**src/rtl/rv_timer_if.sv**
```systemverilog
// Bus port bundle for the rv_timer slave. The master drives the request
// fields. The slave returns the registered read data, the read-valid pulse
// and the combinational intercept flag.
interface rv_timer_if;
  logic [31:0] address;
  logic        read;
  logic        write;
  logic [31:0] write_data;
  logic [3:0]  byte_enable;
  logic [31:0] read_data;
  logic        read_valid;
  logic        intercept;

  modport master (
    output address, read, write, write_data, byte_enable,
    input  read_data, read_valid, intercept
  );

  modport slave (
    input  address, read, write, write_data, byte_enable,
    output read_data, read_valid, intercept
  );
endinterface

```
**src/rtl/rv_timer.sv**
```systemverilog
// rv_timer: memory-mapped 64-bit machine timer.
// It holds mtime, which a prescaler advances, and mtimecmp. It also holds a
// ctrl register (en, ie), a hi-word snapshot for tear-free 64-bit reads, and
// a registered level interrupt. Reads return data one cycle after the request.
module rv_timer #(
  parameter logic [31:0] BaseAddress = 32'hFFFF_0000,
  parameter int          Prescaler   = 50
) (
  input  logic       clk,
  input  logic       rst,
  rv_timer_if.slave  bus,
  output logic       timer_irq
);

  localparam int            PW     = (Prescaler > 1) ? $clog2(Prescaler) : 1;
  localparam logic [PW-1:0] PreMax = PW'(Prescaler - 1);

  localparam logic [2:0] OffMLo   = 3'd0;
  localparam logic [2:0] OffMHi   = 3'd1;
  localparam logic [2:0] OffCLo   = 3'd2;
  localparam logic [2:0] OffCHi   = 3'd3;
  localparam logic [2:0] OffCtrl  = 3'd4;
  localparam logic [2:0] OffStat  = 3'd5;
  localparam logic [2:0] OffSnap  = 3'd6;

  logic [63:0]   r_mtime;
  logic [63:0]   r_cmp;
  logic [1:0]    r_ctrl;      // [0]=en, [1]=ie
  logic [PW-1:0] r_pre;
  logic [31:0]   r_snap;
  logic [31:0]   r_rdata;
  logic          r_rvalid;
  logic          r_irq;

  logic          w_hit;
  logic [2:0]    w_off;
  logic          w_wr;
  logic          w_rd;
  logic          w_tick;
  logic          w_pending;
  logic [31:0]   w_rmux;
  logic [31:0]   w_merged;
  logic          w_unused;

  function automatic logic [31:0] f_merge(input logic [31:0] old_v,
                                          input logic [31:0] new_v,
                                          input logic [3:0]  be);
    logic [31:0] res;
    res = old_v;
    for (int i = 0; i < 4; i++)
      if (be[i]) res[8*i +: 8] = new_v[8*i +: 8];
    return res;
  endfunction

  assign w_hit  = (bus.address[31:5] == BaseAddress[31:5]);
  assign w_off  = bus.address[4:2];
  // A write with no byte lanes counts as no write, so it cannot steal a tick.
  // It still suppresses a simultaneous read.
  assign w_wr   = w_hit & bus.write & (|bus.byte_enable);
  assign w_rd   = w_hit & bus.read & ~bus.write;
  assign w_tick = r_ctrl[0] & (r_pre == PreMax);
  assign w_pending = (r_mtime >= r_cmp);
  assign w_unused  = ^bus.address[1:0];

  assign bus.intercept  = w_hit & (bus.read | bus.write);
  assign bus.read_data  = r_rdata;
  assign bus.read_valid = r_rvalid;
  assign timer_irq      = r_irq;

  // Register read mux. It also supplies the old value for byte-lane merges.
  always_comb begin
    w_rmux = 32'd0;
    case (w_off)
      OffMLo:  w_rmux = r_mtime[31:0];
      OffMHi:  w_rmux = r_mtime[63:32];
      OffCLo:  w_rmux = r_cmp[31:0];
      OffCHi:  w_rmux = r_cmp[63:32];
      OffCtrl: w_rmux = {30'd0, r_ctrl};
      OffStat: w_rmux = {31'd0, w_pending};
      OffSnap: w_rmux = r_snap;
      default: w_rmux = 32'd0;
    endcase
  end

  assign w_merged = f_merge(w_rmux, bus.write_data, bus.byte_enable);

  // Prescaler: count 0..Prescaler-1 while enabled, park at 0 when disabled
  always_ff @(posedge clk or posedge rst) begin
    if (rst)              r_pre <= '0;
    else if (!r_ctrl[0])  r_pre <= '0;
    else if (w_tick)      r_pre <= '0;
    else                  r_pre <= r_pre + 1'b1;
  end

  // mtime: a bus write to either half overrides (and drops) a coincident tick
  always_ff @(posedge clk or posedge rst) begin
    if (rst)                          r_mtime <= 64'd0;
    else if (w_wr && w_off == OffMLo) r_mtime[31:0]  <= w_merged;
    else if (w_wr && w_off == OffMHi) r_mtime[63:32] <= w_merged;
    else if (w_tick)                  r_mtime <= r_mtime + 64'd1;
  end

  // mtimecmp and ctrl writes
  always_ff @(posedge clk or posedge rst) begin
    if (rst) begin
      r_cmp  <= '1;
      r_ctrl <= 2'b00;
    end else if (w_wr) begin
      if (w_off == OffCLo)  r_cmp[31:0]  <= w_merged;
      if (w_off == OffCHi)  r_cmp[63:32] <= w_merged;
      if (w_off == OffCtrl) r_ctrl       <= w_merged[1:0];
    end
  end

  // Latch hi alongside a lo read so a later snap read pairs with that lo
  always_ff @(posedge clk or posedge rst) begin
    if (rst)                          r_snap <= 32'd0;
    else if (w_rd && w_off == OffMLo) r_snap <= r_mtime[63:32];
  end

  // Read response: one-cycle valid pulse; data holds between responses
  always_ff @(posedge clk or posedge rst) begin
    if (rst) begin
      r_rdata  <= 32'd0;
      r_rvalid <= 1'b0;
    end else begin
      r_rvalid <= w_rd;
      if (w_rd) r_rdata <= w_rmux;
    end
  end

  // Level interrupt from the current register state, so it lags by one cycle
  always_ff @(posedge clk or posedge rst) begin
    if (rst) r_irq <= 1'b0;
    else     r_irq <= r_ctrl[1] & w_pending;
  end

endmodule

```
**src/flat_wrapper.sv**
```systemverilog
// flat-port wrapper written by rule: the top's interface ports become plain ports
module rv_timer_flat 
#(
  parameter logic [31:0] BaseAddress = 32'hFFFF_0000,
  parameter int          Prescaler   = 50
)
  (clk, rst, timer_irq, bus_address, bus_read, bus_write, bus_write_data, bus_byte_enable, bus_read_data, bus_read_valid, bus_intercept);
  rv_timer_if bus_i ();
  input  logic clk;
  input  logic rst;
  output logic timer_irq;
  input wire logic [$bits(bus_i.address)-1:0] bus_address;
  input wire logic [$bits(bus_i.read)-1:0] bus_read;
  input wire logic [$bits(bus_i.write)-1:0] bus_write;
  input wire logic [$bits(bus_i.write_data)-1:0] bus_write_data;
  input wire logic [$bits(bus_i.byte_enable)-1:0] bus_byte_enable;
  output wire logic [$bits(bus_i.read_data)-1:0] bus_read_data;
  output wire logic [$bits(bus_i.read_valid)-1:0] bus_read_valid;
  output wire logic [$bits(bus_i.intercept)-1:0] bus_intercept;
  assign bus_i.address = bus_address;
  assign bus_i.read = bus_read;
  assign bus_i.write = bus_write;
  assign bus_i.write_data = bus_write_data;
  assign bus_i.byte_enable = bus_byte_enable;
  assign bus_read_data = bus_i.read_data;
  assign bus_read_valid = bus_i.read_valid;
  assign bus_intercept = bus_i.intercept;
  rv_timer #(.BaseAddress(BaseAddress), .Prescaler(Prescaler)) u_core (.clk(clk), .rst(rst), .bus(bus_i), .timer_irq(timer_irq));
endmodule
```
**config.mk**
```make
export PLATFORM = sky130hd
export DESIGN_NAME = rv_timer_flat
export DESIGN_NICKNAME = d
export VERILOG_FILES = /design/src/rtl/rv_timer_if.sv /design/src/rtl/rv_timer.sv /design/src/flat_wrapper.sv
export SDC_FILE = /design/constraint.sdc
export NUM_CORES = 1
export LEC_CHECK = 0
export CORE_UTILIZATION = 59
export DETAILED_ROUTE_END_ITERATION = 7
export GPL_ROUTABILITY_DRIVEN = 1
export PLACE_DENSITY = 0.91
export SYNTH_ARGS = -nofsm -noshare
export SYNTH_HDL_FRONTEND = slang
export SYNTH_SLANG_ARGS = --single-unit
export TNS_END_PERCENT = 30
```
**constraint.sdc**
```tcl
create_clock -name clk -period 17.8 [get_ports clk]
set_input_delay 1.78 -clock clk [delete_from_list [all_inputs] [get_ports clk]]
set_output_delay 1.78 -clock clk [all_outputs]
set_load 0.03 [all_outputs]
```
# Word-level counts from Yosys, hierarchy flattened
# Index checks and enable logic that the tools add are counted.
# word_totals
regBits	202
in_bits	72
out_inout_bits	35
word_cells	55
# op_classes
addsub	2
magnitude_cmp	1
n_eq_ne	9
muxes	11
bitwise	10
reduce_logical	12
# ops
operator	n
32-bit case mux with 7 select lines	1
32-bit 2-to-1 mux	3
64-bit by 1-bit adder with 64-bit output (second input constant)	1
64-bit greater-or-equal comparator	1
64-bit 2-to-1 mux	1
8-bit 2-to-1 mux	4
27-bit equality test (second input constant)	1
6-bit 2-to-1 mux	2
2-bit AND reduction	5
3-bit equality test (second input constant)	3
1-bit bitwise AND	7
6-bit by 1-bit adder with 6-bit output (second input constant)	1
3-bit by 2-bit equality test with 1-bit output (second input constant)	2
6-bit equality test (second input constant)	1
2-bit nonzero test	2
4-bit OR reduction	1
3-bit by 1-bit equality test with 1-bit output (second input constant)	1
1-bit logical AND	3
3-bit logical NOT	1
2-bit by 1-bit inequality test with 1-bit output (second input constant)	1
1-bit inverter	2
1-bit OR	1

# Logic depth before layout (Yosys ltp)
# logic_depth
word_depth	6
mapped_depth	10
mapped_depth_nobuf	9

# Worst setup path before layout
# No wires, ideal clock.
# synth_path
kind	in2out
from	in bus_address[6]
to	out bus_intercept
arrival_ns	2.899
t_required_ns	16.020
setup_slack_ns	13.121
path_stages	5
path_buffers	1
cell_sequence	nor4_1 -> and4_1 -> buf_2 -> nand2_1 -> nor2_1
# synth_between
elab_chain_len	2
# synth_lines
item	line_no	text
start, declared	flat_wrapper.sv:12	input wire logic [$bits(bus_i.address)-1:0] bus_address;
27-bit equality test	rv_timer.sv:55	assign w_hit = (bus.address[31:5] == BaseAddress[31:5]);
1-bit bitwise AND	rv_timer.sv:65	assign bus.intercept = w_hit & (bus.read | bus.write);
end, declared	flat_wrapper.sv:19	output wire logic [$bits(bus_i.intercept)-1:0] bus_intercept;
# Every way passes these cells.

# Final worst setup path
# layout_path
from	in bus_address[14]
to	out bus_intercept
# Same word-level chain as after synthesis.

==> impl_metrics.json <==
{
  "start_util_pct": 61.1,
  "seq_area_sq_um": 5130,
  "antenna_found_initial": 0,
  "power_density_nw_per_um2": 71.4,
  "hold_viol_final": 0,
  "port_buffers": 104,
  "cts_htree_levels": 1,
  "drive_gt1_share_pct": 18.6,
  "grt_pass1_vias": 11100,
  "total_power_w": 0.00104,
  "vias_per_cell": 6.73,
  "cts_resized": 0,
  "fmax_ghz": 0.180,
  "chipWidth_microns": 148,
  "fillers": 1502,
  "num_vias": 11300,
  "gp_congestion": 0.932,
  "row_count": 52,
  "synth_cell_types": 67,
  "syn_inst": 1337,
  "tightest_slew_ps": 1210,
  "cts_tree": "built",
  "maxCapViolCount": 0,
  "multi_input_area_sq_um": 6800,
  "worst_setup_path_end_kind": "output port",
  "synth_ff_type": "dfrtp_1",
  "setup_ws_ps": 12240,
  "fin_crit_sh_pct": 31.3,
  "dieArea_sq_um": 21900,
  "run_status": "complete, no violations",
  "final_cell_mix": "a21oi_1 (151), dfrtp_1 (138), mux2_2 (132)",
  "place_hpwl_mm": 23.9,
  "finalSetupViolCount": 0,
  "grt_pass1_wl_mm": 56.9,
  "die_y_microns": 148,
  "pre_cts_ws_ps": 12240,
  "ys_ff_latch": 202,
  "period_minus_slack_ps": 5560,
  "cts_buffers": 23,
  "grt_max_degree": 107,
  "areaGrowthSynthToFinish_pct": 15.6,
  "cts_setup_buffers": 0,
  "critPathKind": "in2out",
  "grt.overflow.total": 0,
  "synth-seq-area-share_pct": 40.9,
  "cts_sinks": 202,
  "wl_per_cell_microns": 21.2,
  "worstPathArrival_ps": 3780,
  "wirelength_mm": 35.6,
  "nets": 1535,
  "cts_root_buf": "clkbuf_16",
  "postCtsHoldBufs": 0,
  "tns_ps": 0,
  "max_slew_margin_pct": 19.0,
  "cp.required_ps": 16020,
  "num_antenna_cells": 0,
  "path_max_fanout": 5,
  "core_sq_um": 20600,
  "hold_path.class": "reg2reg",
  "async_reset_ff_share_pct": 100,
  "syn_area_per_cell_sq_um": 9.39,
  "synth_edf_count": 0,
  "insertion_delay_ps": 520,
  "ir_drop_mv": 0.0738,
  "syn_area_sq_um": 12600,
  "grt_setup_unrepaired": "no",
  "worstSetupStartpointType": "input pin",
  "drt_drc_violations_left": 0,
  "clk_path_buf_depth": 3,
  "synth_nets": 1476,
  "clk_pin_slew_ps": 60,
  "drt_iter0_markers": 1484,
  "ioPinCount": 107,
  "yosysWarnings": 0,
  "p_leak_nw": 5.88,
  "slew_viol_final": 0,
  "grt_use_total_pct": 32.6,
  "postRouteAntennaNets": 0,
  "skew_ps": 10.0,
  "final_common_cell": "a21oi_1",
  "first_pass_iters": 8
}
[cells by family after synthesis]
group	share of synthesized area, %
buffers and inverters	5.19
XOR/XNOR	0.279
AO/OA/AOI/OAI	18.2
AND/OR/NAND/NOR	13.4
multiplexers	15.3
adder cells (fa/ha/maj)	6.68
flip-flops	40.9
[registers in the layout (all words and copies together) (netlist names)]
register	cells
u_core.bus.read_data	32
u_core.bus.read_valid	1
u_core.r_cmp	64
u_core.r_ctrl	2
u_core.r_mtime	64
u_core.r_pre	6
u_core.r_snap	32
u_core.timer_irq	1
[where the power goes]
| group | internal [W] | leakage, nW | total (W) | switching, W |
|---|---|---|---|---|
| combinational | 0.0000255 | 3.06 | 0.0000637 | 0.0000382 |
| clock | 0.000316 | 0.392 | 0.000512 | 0.000196 |
| sequential | 0.000460 | 2.43 | 0.000460 | 0.00000000000571 |
[metal layers]
metal	global-route usage, %	part of all wire [%]	vias up	wire length, microns
met2	53.0	48	692	16900
met3	6.08	9.5	115	3370
li1	-	-	5019	-
met5	0	0	-	0
met1	42.0	39	5501	13900
met4	15.6	3.9	0	1380
[stage by stage]
stage,hold WS [ps],instances,instance area [sq um],utilization (%)
after global placement,461,1641,13700,66.7
after CTS,490,1682,14500,70.6
after global routing,505,1682,14500,70.6
after detailed placement,482,1641,13700,66.7
final,488,1682,14500,70.6
after floorplan,450,1337,12600,-
[critical path, cell delays in order]
cell and delay [ps]:
clkdlybuf4s50_1 430, nor4b_2 340, and4_1 320, nand2_1 100
nor2_1 120, clkdlybuf4s50_1 680
[path summary, 6_finish.rpt]
check	to	depth (start not counted)	start	slack, ps
worst max-delay path	bus_intercept	6	bus_address[14]	12240
min in group asynchronous	u_core.bus.read_data[30]$_DFFE_PP0P_	2	rst	1810
max in group asynchronous	u_core.bus.read_data[10]$_DFFE_PP0P_	4	rst	14220
worst min-delay path	u_core.r_cmp[40]$_DFFE_PP1P_	2	u_core.r_cmp[40]$_DFFE_PP1P_	490
worst max register to register	u_core.r_mtime[55]$_DFFE_PP0P_	7	u_core.r_pre[1]$_DFF_PP0_	14950
worst min register to register	u_core.r_cmp[40]$_DFFE_PP1P_	2	u_core.r_cmp[40]$_DFFE_PP1P_	490
[area by class of cell]
cell class                 instances  share of cell area [%]
multi-input combinational        974                    46.9
sequential                       202                    35.4
timing repair buffer             119                    7.91
clock buffer                      35                    4.62
tap                              270                    2.33
inverter                          76                    2.02
clock inverter                     6                   0.896
[synth_stat cells, types with 4 or more instances]
cell type,count,area share (%)
inv_1,76,2.3
and2_1,5,0.25
ha_1,67,6.7
a22oi_1,35,2.1
or3_1,4,0.20
nor3_1,14,0.56
nor2_1,73,2.2
dfstp_2,64,13
nand4_1,30,1.5
nor2b_1,7,0.35
mux2i_1,39,3.1
mux2_2,132,12
o21ai_0,95,3.8
or4_1,4,0.24
clkbuf_1,54,1.6
nand3_1,43,1.7
nand2_1,111,3.3
a2bb2oi_1,4,0.28
a31oi_1,4,0.20
and3_1,10,0.50
dfrtp_1,138,28
o22ai_1,50,2.5
o32ai_1,4,0.28
and4_1,16,1.1
buf_2,25,1.0
nor4_1,7,0.35
a21oi_1,151,6.0
o31ai_1,5,0.30
o21a_1,4,0.24
Note: power is estimated with default switching activity, not from simulation.
